===== src/rtl/uart_rx_fifo.sv =====
// rtl/uart_rx_fifo.sv - receive-side circular FIFO behind the UART receiver
//
// Purpose: captures one-cycle rx strobes into a DEPTH-entry ring buffer and
// gives the consumer a show-ahead read port with level, threshold interrupt and
// sticky overrun status.
//
// Ports:
//   clk         clock
//   rstn        synchronous active-low reset
//   i_clr       synchronous flush of pointers/level (ovr untouched)
//   i_rx_data   byte from receiver
//   i_rx_valid  one-cycle push strobe
//   i_rd_en     pop head entry
//   o_rd_data   head entry (show-ahead), 0 when empty
//   o_empty     level == 0
//   o_full      level == DEPTH
//   o_level     entries stored, 0..DEPTH
//   i_thr       interrupt threshold (0 disables)
//   o_thr_irq   level >= thr && thr != 0 (registered)
//   o_ovr       sticky overrun, push dropped while full
//   i_ovr_clr   clears o_ovr
module uart_rx_fifo #(
  parameter int DEPTH = 16,
  parameter int DW    = 8,
  localparam int LW   = $clog2(DEPTH) + 1
) (
  input  logic          clk,
  input  logic          rstn,
  input  logic          i_clr,
  input  logic [DW-1:0] i_rx_data,
  input  logic          i_rx_valid,
  input  logic          i_rd_en,
  output logic [DW-1:0] o_rd_data,
  output logic          o_empty,
  output logic          o_full,
  output logic [LW-1:0] o_level,
  input  logic [LW-1:0] i_thr,
  output logic          o_thr_irq,
  output logic          o_ovr,
  input  logic          i_ovr_clr
);

  localparam int AW = $clog2(DEPTH);

  logic [DW-1:0] r_mem [DEPTH];
  logic [AW-1:0] r_wr_ptr;
  logic [AW-1:0] r_rd_ptr;
  logic [LW-1:0] r_level;
  logic          r_empty;
  logic          r_full;
  logic          r_thr_irq;
  logic          r_ovr;

  logic          w_pop;
  logic          w_push;
  logic          w_drop;
  logic [LW-1:0] w_level_nxt;

  // A pop frees a slot in the same cycle, so a push into a full FIFO is
  // accepted when it coincides with a pop.
  assign w_pop  = i_rd_en && !r_empty;
  assign w_push = i_rx_valid && (!r_full || w_pop);
  // Flush discards any concurrent push; that is not an overrun.
  assign w_drop = i_rx_valid && r_full && !w_pop && !i_clr;

  always_comb begin
    w_level_nxt = r_level;
    if (i_clr) begin
      w_level_nxt = '0;
    end else if (w_push && !w_pop) begin
      w_level_nxt = r_level + LW'(1);
    end else if (w_pop && !w_push) begin
      w_level_nxt = r_level - LW'(1);
    end
  end

  always_ff @(posedge clk) begin
    if (!rstn) begin
      r_wr_ptr  <= '0;
      r_rd_ptr  <= '0;
      r_level   <= '0;
      r_empty   <= 1'b1;
      r_full    <= 1'b0;
      r_thr_irq <= 1'b0;
      r_ovr     <= 1'b0;
    end else begin
      if (i_clr) begin
        r_wr_ptr <= '0;
        r_rd_ptr <= '0;
      end else begin
        if (w_push) r_wr_ptr <= r_wr_ptr + AW'(1);
        if (w_pop)  r_rd_ptr <= r_rd_ptr + AW'(1);
      end
      r_level   <= w_level_nxt;
      r_empty   <= (w_level_nxt == '0);
      r_full    <= (w_level_nxt == LW'(DEPTH));
      r_thr_irq <= (i_thr != '0) && (w_level_nxt >= i_thr);
      // Set wins over clear.
      if (w_drop) begin
        r_ovr <= 1'b1;
      end else if (i_ovr_clr) begin
        r_ovr <= 1'b0;
      end
    end
  end

  // Storage is deliberately not reset.
  always_ff @(posedge clk) begin
    if (w_push && !i_clr) begin
      r_mem[r_wr_ptr] <= i_rx_data;
    end
  end

  assign o_rd_data = r_empty ? '0 : r_mem[r_rd_ptr];
  assign o_empty   = r_empty;
  assign o_full    = r_full;
  assign o_level   = r_level;
  assign o_thr_irq = r_thr_irq;
  assign o_ovr     = r_ovr;

endmodule

===== config.mk =====
export PLATFORM = sky130hd
export DESIGN_NAME = uart_rx_fifo
export DESIGN_NICKNAME = d
export VERILOG_FILES = /design/src/rtl/uart_rx_fifo.sv
export SDC_FILE = /design/constraint.sdc
export NUM_CORES = 1
export LEC_CHECK = 0
export CAP_MARGIN = 20
export CORE_UTILIZATION = 40
export DETAILED_ROUTE_END_ITERATION = 7
export GPL_TIMING_DRIVEN = 0
export SYNTH_ARGS = -nofsm -noshare
export SYNTH_HDL_FRONTEND = slang
export SYNTH_SLANG_ARGS = --single-unit

===== constraint.sdc =====
create_clock -name clk -period 2.33 [get_ports clk]
set_input_delay 0.3495 -clock clk [delete_from_list [all_inputs] [get_ports clk]]
set_output_delay 0.3495 -clock clk [all_outputs]
set_load 0.02 [all_outputs]

# ---- Yosys cells after proc, flatten, opt, wreduce, memory -nomap -nowiden
# Memory sizes are Yosys's and may differ from the RTL's. A register that Yosys moved wholly into a read port is not among the register bits.
# Cells that the tools add are included.
dict set report classes {
  n_eq_ne 1
  n_bitwise 1
  n_lt_le_gt_ge 1
  n_mux 10
  n_addsub 4
  n_reduce_logical 19
}
# op count
set op_table {}
lappend op_table {{$mux W5} 3}
lappend op_table {{$logic_and A1 B1 Y1} 9}
lappend op_table {{$add A4 B1 Y4 const B} 2}
lappend op_table {{$mux W4} 2}
lappend op_table {{$mux W8} 1}
lappend op_table {{$add A5 B1 Y5 const B} 1}
lappend op_table {{$eq A5 B5 Y1 const B} 1}
lappend op_table {{$ge A5 B5 Y1} 1}
lappend op_table {{$logic_not A1 Y1} 5}
lappend op_table {{$logic_not A5 Y1} 1}
lappend op_table {{$reduce_bool A5 Y1} 1}
lappend op_table {{$sub A5 B1 Y5 const B} 1}
lappend op_table {{$mux W1} 4}
lappend op_table {{$reduce_bool A2 Y1} 1}
lappend op_table {{$reduce_or A2 Y1} 1}
lappend op_table {{$logic_or A1 B1 Y1} 1}
lappend op_table {{$not A1 Y1} 1}
dict set report word_totals {
  mem_bits_rw 128
  n_memories 1
  out_inout_bits 17
  reg_bits 17
}
# name words word_bits read_ports rd_ports_with_merged_regs write_ports line_no
set memory_table {}
lappend memory_table {r_mem 16 8 1 1 1 45} ;# logic [DW-1:0] r_mem [DEPTH];

# ---- Longest topological paths before layout
# Gate-level depths: netlist (run 1).
dict set report depth {
  word_depth 11
  ltp_mapped 10
}

# ---- Least setup slack after synthesis (run 1)
# OpenSTA, ideal clock, no wires.
dict set report synth_path {
  path_type {register to register}
  from {reg r_empty (netlist: o_empty)}
  to {mem r_mem[3][0], enable pin}
  arrival_time_ps 1766
  setup_slack_ps 180
  period_less_slack_ps 2150
  required_ps 1947
  stages_incl_launch_ff 6
  path_cell_list {dfxtp_1 buf_2 nand2b_1 a21oi_1 nand2_1 nor3_1}
}
dict set report synth_via {
  elab_chain_len 7
}
# element line_no
set synth_rtl {}
lappend synth_rtl {{start: declaration} 49} ;# logic r_empty;
lappend synth_rtl {{start signal: assignment} 95} ;# r_empty <= (w_level_nxt == '0);
lappend synth_rtl {{$logic_not A1 Y1} 61} ;# assign w_pop = i_rd_en && !r_empty;
lappend synth_rtl {{$logic_and A1 B1 Y1} 61}
lappend synth_rtl {{$logic_or A1 B1 Y1} 62} ;# assign w_push = i_rx_valid && (!r_full || w_pop);
lappend synth_rtl {{$logic_and A1 B1 Y1} 62}
lappend synth_rtl {{$logic_and A1 B1 Y1} 109} ;# if (w_push && !i_clr) begin
lappend synth_rtl {{$mux W1} 109}
lappend synth_rtl {{$mux W1 (not written as such)} 110} ;# r_mem[r_wr_ptr] <= i_rx_data;
lappend synth_rtl {{end: declaration} 45}
# No other way between the ends.

==> impl_metrics.csv, run 1 <==
group,metric,value,unit
status,outcome,"finished with violations",
status,violations,"design-rule violations, negative setup slack",
worst_setup_path,worstPathMaxFanout,7,
sta,hold_violations,0,
worst_setup_path,end_kind,"output port",
worst_setup_path,crit_path_start_kind,"flop",
drt,dr_total_vias,3181,
job,cap_violations,0,
floorplanning,dieArea,15600,sq um
logic_synthesis,synth_warnings,0,
placement,numPortBuffers,33,
logic_synthesis,syn_nets,369,
drt,drt_wl_total,12.7,mm
floorplanning,start_util,0.412,
logic_synthesis,synth.avg_cell_area,17.9,sq um
floorplanning,die_x,125,microns
floorplanning,ios,36,
worst_setup_path,r2r_cells,6,
global_routing,grt_start_max_net_pins,17,
worst_setup_path,cpMaxStageDelayCell,"mux4_2",
clocking,clk_transition_reported_paths,60,ps
worst_setup_path,path_depth,7,
floorplanning,core,14600,sq um
final_layout,final_common_cell,"edfxtp_1",
worst_setup_path,critical_path_buf_inv_count,4,
logic_synthesis,synth_cell_types,35,
logic_synthesis,ys_ff_latch,149,
clocking,clockBufferDepth,2,
drt,drc,4,
clocking,cts_num_sinks,149,
sta,grt_setup_unrepaired,"yes",
logic_synthesis,synth_area,6040,sq um
floorplanning,placementRows,44,
hold_path,hold_depth,3,
global_routing,antenna_found_initial,0,
sta,finalCritPeriodShare,1.18,
sta,setup_viol,8,
clocking,worstSkewPairLatency,420,ps
sta,slew_violations,0,
final_layout,fin_nets,432,
clocking,hold_buffers,0,
final_layout,final_cell_mix,"edfxtp_1 (128), mux4_2 (40), clkdlybuf4s50_1 (25)",
worst_setup_path,cp_top_family,"multiplexers",
worst_setup_path,crit_chain,"buf_12 -> buf_12 -> buf_6 -> mux4_2 -> mux4_2 -> nor2b_1 -> buf_4",
drt,post_drt_wl_per_cell,21.3,microns
worst_setup_path,cp_slowest_stage_delay,520,ps
sta,clock_skew,8.06,ps
drt,dr.pass1.iters,7,
sta,worst_pin_slew,818,ps
clocking,cts_inserted_buffers,17,
global_routing,grt_pass1_wl,19.4,mm
power,max-vdd-ir-drop,0.514,mV
clocking,cts-root-buf,"clkbuf_16",
logic_synthesis,synthCells,338,
global_routing,grt_use_total,0.177,
floorplanning,die_h,125,microns
global_routing,grt-ovfl-total,0,
power,power.density,809,nW/um^2
power,power_leakage,2.43,nW
sta,period_needed,2750,ps
final_layout,num_antenna_cells,0,
sta,fin_ws,-423,ps
placement,place.gp.congestion,0.755,
clocking,cts_tree,"yes",
final_layout,layout-drive-gt1-share,0.308,
sta,fin_hold_ws,296,ps
placement,dp_hpwl,8.25,mm
logic_synthesis,seq_area_frac_synth,0.706,
drt,antenna_left,0,
sta,slew_headroom,0.455,
hold_path,hp-class,"in -> reg",
worst_setup_path,cp_data_required_time,1980,ps
global_routing,grt_pass1_vias,3281,
clocking,htreeDepth,4,
power,fin_total_pwr,6.14,mW
sta,fmax,0.363,GHz
worst_setup_path,path_class,"reg -> out",
worst_setup_path,arrival,2400,ps
final_layout,area_growth,25.7,%
drt,viasPerCell,5.33,
drt,drt-initial-drc-count,286,
==> cell type report <==
class	instances	area, sq um
fillers	1165	7050
flip-flops and latches	149	4270
multi-input cells	163	1820
repair buffers	44	464
clock buffers	17	425
well taps	184	230
clock inverters	14	201
plain buffers	16	146
inverters	10	37.5
==> tightest hold or removal path: stages <==
cell	delay, ps
clkbuf_2	160
nand3_1	110
a21oi_1	50
==> cells in the mapped netlist <==
| library cell | n | area share |
|---|---|---|
| and3_1 | 1 | 0.0010 |
| buf_4 | 3 | 0.0037 |
| o41ai_1 | 1 | 0.0015 |
| a221oi_1 | 1 | 0.0015 |
| a311oi_1 | 1 | 0.0015 |
| nor2_1 | 27 | 0.017 |
| a21oi_1 | 10 | 0.0083 |
| mux2i_1 | 1 | 0.0017 |
| nand4_1 | 1 | 0.0010 |
| clkbuf_1 | 4 | 0.0025 |
| buf_6 | 1 | 0.0019 |
| mux4_2 | 40 | 0.15 |
| buf_1 | 6 | 0.0037 |
| mux2_2 | 1 | 0.0019 |
| nand2b_1 | 9 | 0.0093 |
| nand3_1 | 5 | 0.0041 |
| edfxtp_1 | 128 | 0.64 |
| xnor2_1 | 2 | 0.0029 |
| xor2_1 | 4 | 0.0058 |
| ha_1 | 12 | 0.025 |
| dfxtp_1 | 21 | 0.070 |
| or3_1 | 1 | 0.0010 |
| nor3b_2 | 1 | 0.0021 |
| nor3_1 | 11 | 0.0091 |
| clkbuf_2 | 1 | 0.00083 |
| o21a_1 | 1 | 0.0012 |
| nand2_1 | 12 | 0.0075 |
| nor4_1 | 1 | 0.0010 |
| o21ai_0 | 4 | 0.0033 |
| inv_1 | 10 | 0.0062 |
| and2_1 | 2 | 0.0021 |
| a32oi_1 | 1 | 0.0015 |
| nor2b_1 | 12 | 0.012 |
| buf_2 | 1 | 0.00083 |
| nor4b_1 | 1 | 0.0015 |
==> where the power goes <==
group	internal, mW	switching (mW)
registers	2.91	0.0126
clock network	1.80	1.09
logic	0.155	0.172
==> flip-flops by register name, summed over array words and instances (netlist names), named ones only <==
| name | cells |
|---|---|
| o_empty | 1 |
| o_full | 1 |
| o_level | 5 |
| o_ovr | 1 |
| o_thr_irq | 1 |
| r_mem | 128 |
| r_rd_ptr | 4 |
| r_wr_ptr | 4 |
==> stage by stage <==
stage	instance area, sq um	worst slack [ps]	util	std cells	setup TNS [ps]
2_1_floorplan	6040	180	-	338	0
3_3_place_gp	6600	-863	0.451	555	-57850
3_5_place_dp	6620	-736	0.452	557	-44310
4_1_cts	7450	-498	0.509	594	-3720
5_1_grt	7590	-497	0.518	597	-4120
6_report	7590	-423	0.518	597	-3120
==> worst paths after layout <==
path         slack [ps]      endpoint        from
min reg2reg         500         o_ovr       o_ovr
max                -420  o_rd_data[6]        flop
max reg2reg         100   r_mem[3][6]     o_empty
min                 300   r_wr_ptr[1]  i_rx_valid
==> repair_timing <==
item                                    4_1_cts  5_1_grt
pin swaps                                     0        3
endpoints found under the setup margin      129      112
gates cloned                                  2        0
buffers inserted                              4        4
resized for setup                            76       30
==> cell families (layout without fill, tap and decap cells) <==
family,Yosys count,count (layout),synth area share
AOI/OAI and AO/OA,19,19,0.0187
buffers and inverters,26,101,0.0197
DFF,149,149,0.706
xor gates and xnor gates,6,6,0.00870
muxes,42,42,0.153
adders and majority gates,12,12,0.0249
and+or+nand+nor,84,84,0.0690
==> per-layer routing <==
| layer | GRT usage | vias up | wire length [microns] |
|---|---|---|---|
| li1 | - | 1460 | - |
| met1 | 0.221 | 1606 | 5220 |
| met2 | 0.295 | 102 | 6540 |
| met3 | 0.0447 | 13 | 791 |
| met4 | 0.0689 | 0 | 156 |
| met5 | 0 | - | 0 |
(Power assumes the default switching activity.)
==> run 2: changes to the inputs <==
--- a/config.mk
+++ b/config.mk
@@ -6,6 +6,8 @@
 export NUM_CORES = 1
 export LEC_CHECK = 0
 export CAP_MARGIN = 20
+export CORE_ASPECT_RATIO = 0.75
+export CORE_MARGIN = 3
 export CORE_UTILIZATION = 40
 export DETAILED_ROUTE_END_ITERATION = 7
 export GPL_TIMING_DRIVEN = 0
==> run 2 against run 1 <==
Net effect:
- global-route usage shrank 1.5 points
- the flow finishes with violations (negative setup slack)
- cell area is essentially flat
- highest routed layer unchanged
- register-to-register slack gained 70 ps
- largest power group is now the clock network
- clock skew grew 1.0 ps
- routed wire length shrank 0.87%
- maximum frequency shrank 1.0%
==> impl_metrics.csv, run 2 (synthesis results as in run 1) <==
group,metric,value,unit
sta,worst_pin_slew,810,ps
drt,antenna_left,0,
final_layout,regArea,4270,sq um
placement,post-place-cells,573,
global_routing,grt_use_total,0.162,
sta,hold_violations,0,
clocking,htreeDepth,4,
sta,slew_headroom,0.460,
power,max-vdd-ir-drop,0.630,mV
drt,dr_total_vias,3147,
sta,grt_setup_unrepaired,"yes",
drt,drt_wl_total,12.6,mm
final_layout,fin_nets,433,
worst_setup_path,end_kind,"output port",
clocking,clk_transition_reported_paths,60,ps
hold_path,hp-class,"in -> reg",
drt,post_drt_wl_per_cell,20.5,microns
placement,place.gp.congestion,0.769,
final_layout,regMostFlops,"r_mem",
power,power.density,821,nW/um^2
final_layout,layout-drive-gt1-share,0.311,
drt,drc,0,
worst_setup_path,crit_path_start_kind,"flop",
clocking,cts_num_sinks,149,
status,outcome,"finished with violations",
clocking,cts_inserted_buffers,17,
final_layout,fillCellCount,1188,
final_layout,area_growth,25.8,%
power,fin_total_pwr,6.23,mW
clocking,clockBufferDepth,2,
floorplanning,ios,36,
global_routing,grt_start_max_net_pins,17,
status,violations,"negative setup slack",
global_routing,grt_pass1_vias,3219,
sta,period_needed,2780,ps
clocking,hold_buffers,0,
floorplanning,core,14600,sq um
sta,slew_violations,0,
global_routing,grt_pass1_wl,19.5,mm
drt,viasPerCell,5.12,
job,cap_violations,0,
final_layout,final_common_cell,"edfxtp_1",
worst_setup_path,arrival,2430,ps
floorplanning,start_util,0.414,
final_layout,final_cell_mix,"edfxtp_1 (128), mux4_2 (40), clkdlybuf4s50_1 (25)",
sta,clock_skew,9.06,ps
power,power_leakage,2.45,nW
worst_setup_path,path_class,"reg -> out",
floorplanning,die_h,112,microns
worst_setup_path,worstPathMaxFanout,6,
worst_setup_path,cp_data_required_time,1980,ps
final_layout,largest_reg_flops,128,
sta,fin_ws,-452,ps
floorplanning,placementRows,38,
clocking,cts_tree,"yes",
placement,numPortBuffers,33,
final_layout,final_cells,615,
placement,place_area,6640,sq um
global_routing,antenna_found_initial,0,
final_layout,num_antenna_cells,0,
final_layout,fin_area,7590,sq um
drt,dr.pass1.iters,4,
placement,dp_hpwl,8.25,mm
final_layout,multi_input_area,1790,sq um
clocking,worstSkewPairLatency,410,ps
sta,fmax,0.359,GHz
floorplanning,die_x,148,microns
drt,drt-initial-drc-count,310,
sta,setup_viol,8,
sta,finalCritPeriodShare,1.19,
floorplanning,dieArea,16600,sq um
global_routing,grt-ovfl-total,0,
clocking,cts-root-buf,"clkbuf_16",
[run 2: cell count changes in the layout (fill, tap and decap cells not counted), sizes merged]
cell / before / now
bufinv: 4 / 5
inv: 13 / 12
clkinvlp: 2 / 4
clkinv: 5 / 4
buf: 30 / 31
[run 2: through the flow]
stage / utilization / TNS (ps) / setup slack (ps) / hold WS, ps
3_5_place_dp: 0.455 / -44200 / -777 / 494
6_report: 0.520 / -3310 / -452 / 331
3_3_place_gp: 0.453 / -54130 / -881 / 487
5_1_grt: 0.520 / -3830 / -512 / 362
2_1_floorplan: - / 0 / 180 / 415
4_1_cts: 0.514 / -3680 / -524 / 305
[run 2: report_power, final]
group	internal [mW]	leakage [nW]	switching (mW)
combinational	0.154	0.825	0.173
clock	1.91	0.304	1.07
sequential	2.91	1.32	0.0124
[run 2: cell type report]
type,count,area share
Buffer,16,0.0198
Inverter,10,0.00494
Clock inverter,15,0.0300
Timing Repair Buffer,45,0.0591
Tap cell,200,0.0329
Multi-Input combinational cell,163,0.235
Clock buffer,17,0.0560
Sequential cell,149,0.562
[run 2: worst max-delay path, stage by stage (launching register included)]
cell and delay, ps:
dfxtp_2 340, buf_12 140, buf_12 120, buf_16 120, mux4_2 540, mux4_2 490, nor2b_4 140, buf_6 120
[run 2: what timing repair did]
item | CTS | global route
pin swaps | 0 | 1
buffers inserted | 6 | 2
gates cloned | 2 | 0
endpoints found under the setup margin | 128 | 129
resized for setup | 76 | 24
[run 2: worst paths after layout]
| check | startpoint | endpoint | slack, ps | depth (start not counted) |
|---|---|---|---|---|
| max | flop | o_rd_data[5] | -450 | 7 |
| min | i_rx_valid | r_wr_ptr[1] | 330 | 3 |
| max reg2reg | o_empty | r_mem[4][4] | 170 | 5 |
| min reg2reg | r_rd_ptr[1] | r_rd_ptr[1] | 510 | 2 |
[run 2: per-layer routing]
layer,GRT usage,share of wire
met5,0,0
met4,0.0480,0.010
met1,0.253,0.49
met3,0.0436,0.060
met2,0.225,0.44
==> run 3: changes to the inputs <==
--- a/config.mk
+++ b/config.mk
@@ -7,7 +7,6 @@
 export LEC_CHECK = 0
 export CAP_MARGIN = 20
 export CORE_ASPECT_RATIO = 0.75
-export CORE_MARGIN = 3
 export CORE_UTILIZATION = 40
 export DETAILED_ROUTE_END_ITERATION = 7
 export GPL_TIMING_DRIVEN = 0
==> run 3 against run 2 <==
Net effect:
- the run still ends with negative setup slack left
- cell count fell by 0.81%
- die area down 6.2%
- first-iteration DRC count is 29% lower
- maximum frequency is 2.2% higher
- sequential power is essentially flat
- worst hold slack improved by 3.6 ps
- setup slack improved by 60 ps
- critical path depth shrank 1
- via count is 2.8% higher
- combinational power down 4%
- critical endpoint is now o_rd_data[2]
==> impl_metrics.csv, run 3 (synthesis results as in run 1) <==
group,metric,value,unit
worst_setup_path,r2r-start,"o_empty",
placement,pre_cts_ws,-742,ps
sta,hold_violations,0,
final_layout,fin_nets,428,
clocking,worstSkewPairLatency,420,ps
worst_setup_path,crit_path_start_kind,"flop",
clocking,cts_num_sinks,149,
drt,drt-initial-drc-count,219,
global_routing,grt_pass1_vias,3229,
global_routing,antenna_found_initial,0,
drt,dr_total_vias,3235,
floorplanning,dieArea,15600,sq um
floorplanning,ios,36,
final_layout,num_antenna_cells,0,
final_layout,area_growth,23.8,%
worst_setup_path,cp_slowest_stage_delay,510,ps
sta,finalCritPeriodShare,1.17,
sta,fin_ws,-392,ps
placement,place.gp.congestion,0.746,
clocking,cts_inserted_buffers,17,
drt,dr.pass1.iters,4,
clocking,hold_buffers,0,
global_routing,grt-ovfl-total,0,
final_layout,final_common_cell,"edfxtp_1",
floorplanning,start_util,0.414,
global_routing,grt_start_max_net_pins,17,
final_layout,fin_area,7470,sq um
drt,viasPerCell,5.30,
job,cap_violations,0,
worst_setup_path,endpoint,"o_rd_data[2]",
power,fin_total_pwr,5.91,mW
floorplanning,core,14600,sq um
sta,period_needed,2720,ps
placement,numPortBuffers,33,
final_layout,layout-drive-gt1-share,0.298,
sta,fmax,0.367,GHz
sta,setup_viol,8,
drt,post_drt_wl_per_cell,21.4,microns
global_routing,grt_pass1_wl,19.7,mm
clocking,htreeDepth,4,
hold_path,hp-class,"in -> reg",
status,violations,"negative setup slack",
sta,clock_skew,8.77,ps
sta,slew_violations,0,
floorplanning,die_x,144,microns
power,power_leakage,2.39,nW
worst_setup_path,worstReg2RegEnd,"r_mem[12][5]",
worst_setup_path,r2r_cells,5,
drt,drt_wl_total,13.0,mm
worst_setup_path,end_kind,"output port",
drt,antenna_left,0,
placement,dp_hpwl,8.08,mm
worst_setup_path,crit_chain,"buf_12 -> buf_12 -> mux4_2 -> mux4_2 -> nor2b_1 -> buf_4",
final_layout,largest_reg_flops,128,
floorplanning,placementRows,38,
sta,slew_headroom,0.522,
status,outcome,"finished with violations",
worst_setup_path,path_class,"reg -> out",
sta,grt_setup_unrepaired,"yes",
clocking,cts-root-buf,"clkbuf_16",
power,max-vdd-ir-drop,0.459,mV
clocking,clk_transition_reported_paths,60,ps
drt,drc,0,
worst_setup_path,worstPathMaxFanout,7,
final_layout,regMostFlops,"r_mem",
worst_setup_path,cp_data_required_time,1980,ps
floorplanning,die_h,108,microns
worst_setup_path,arrival,2370,ps
worst_setup_path,cpMaxStageDelayCell,"mux4_2",
worst_setup_path,reg2reg_slack,160,ps
clocking,clockBufferDepth,2,
placement,place_area,6640,sq um
global_routing,grt_use_total,0.185,
sta,worst_pin_slew,716,ps
final_layout,fin_util,0.512,
clocking,cts_tree,"yes",
sta,fin_hold_ws,334,ps
power,power.density,791,nW/um^2
final_layout,final_cell_mix,"edfxtp_1 (128), mux4_2 (40), clkdlybuf4s50_1 (25)",
## run 3: changes by cell type in the layout (fill, tap and decap cells not counted), sizes merged
cell,before,now
buf,31,25
bufinv,5,2
clkbuf,22,24
clkinv,4,5
clkinvlp,4,2
inv,12,15
## run 3: report_power, final
part / leakage (nW) / total [mW] / switching [mW] / internal, mW
sequential: 1.32 / 2.92 / 0.0120 / 2.91
combinational: 0.787 / 0.314 / 0.168 / 0.147
clock: 0.279 / 2.67 / 1.09 / 1.58
## run 3: timing repair
item	in CTS	in global routing
buffers inserted	4	4
pin swaps	0	2
endpoints found under the setup margin	137	137
cloned	3	0
gates resized for setup	70	25
## run 3: layout make-up
cell class / instances / area [sq um]
fill: 1201 / 7120
sequential: 149 / 4270
multi-input combinational: 163 / 1790
clock buffer: 18 / 429
timing repair buffer: 41 / 418
tap: 200 / 250
clock inverter: 14 / 146
buffer: 15 / 139
inverter: 10 / 37.5
## run 3: worst min-delay path by stage
stage	startpoint	endpoint	slack, ps	depth (start not counted)
final	i_rx_valid	r_wr_ptr[1]	330	3
after global routing	i_rx_valid	r_wr_ptr[1]	340	3
after CTS	i_rx_valid	r_wr_ptr[1]	310	3
after detailed placement	o_ovr	o_ovr	490	2
after global placement	o_ovr	o_ovr	470	2
after floorplan	rstn	o_empty	420	1
## run 3: routing by layer
metal,share of wire,vias up,GRT usage,wire length (microns)
li1,-,1453,-,-
met1,0.46,1678,0.261,5950
met2,0.48,91,0.283,6270
met3,0.051,13,0.0399,663
met4,0.011,0,0.0638,138
met5,0,-,0,0
## run 3: worst max-delay path: cells and delay by family, from the launching register on
kind / cells / cell delay (ps)
DFF: 1 / 340
and+or+nand+nor: 1 / 150
muxes: 2 / 1000
buffers and inverters: 3 / 450
## run 3: per-stage QoR
step	cells	setup TNS [ps]
global placement	571	-62790
floorplan	338	0
global route	610	-3470
detailed placement	571	-50820
finish	610	-2940
CTS	610	-3610
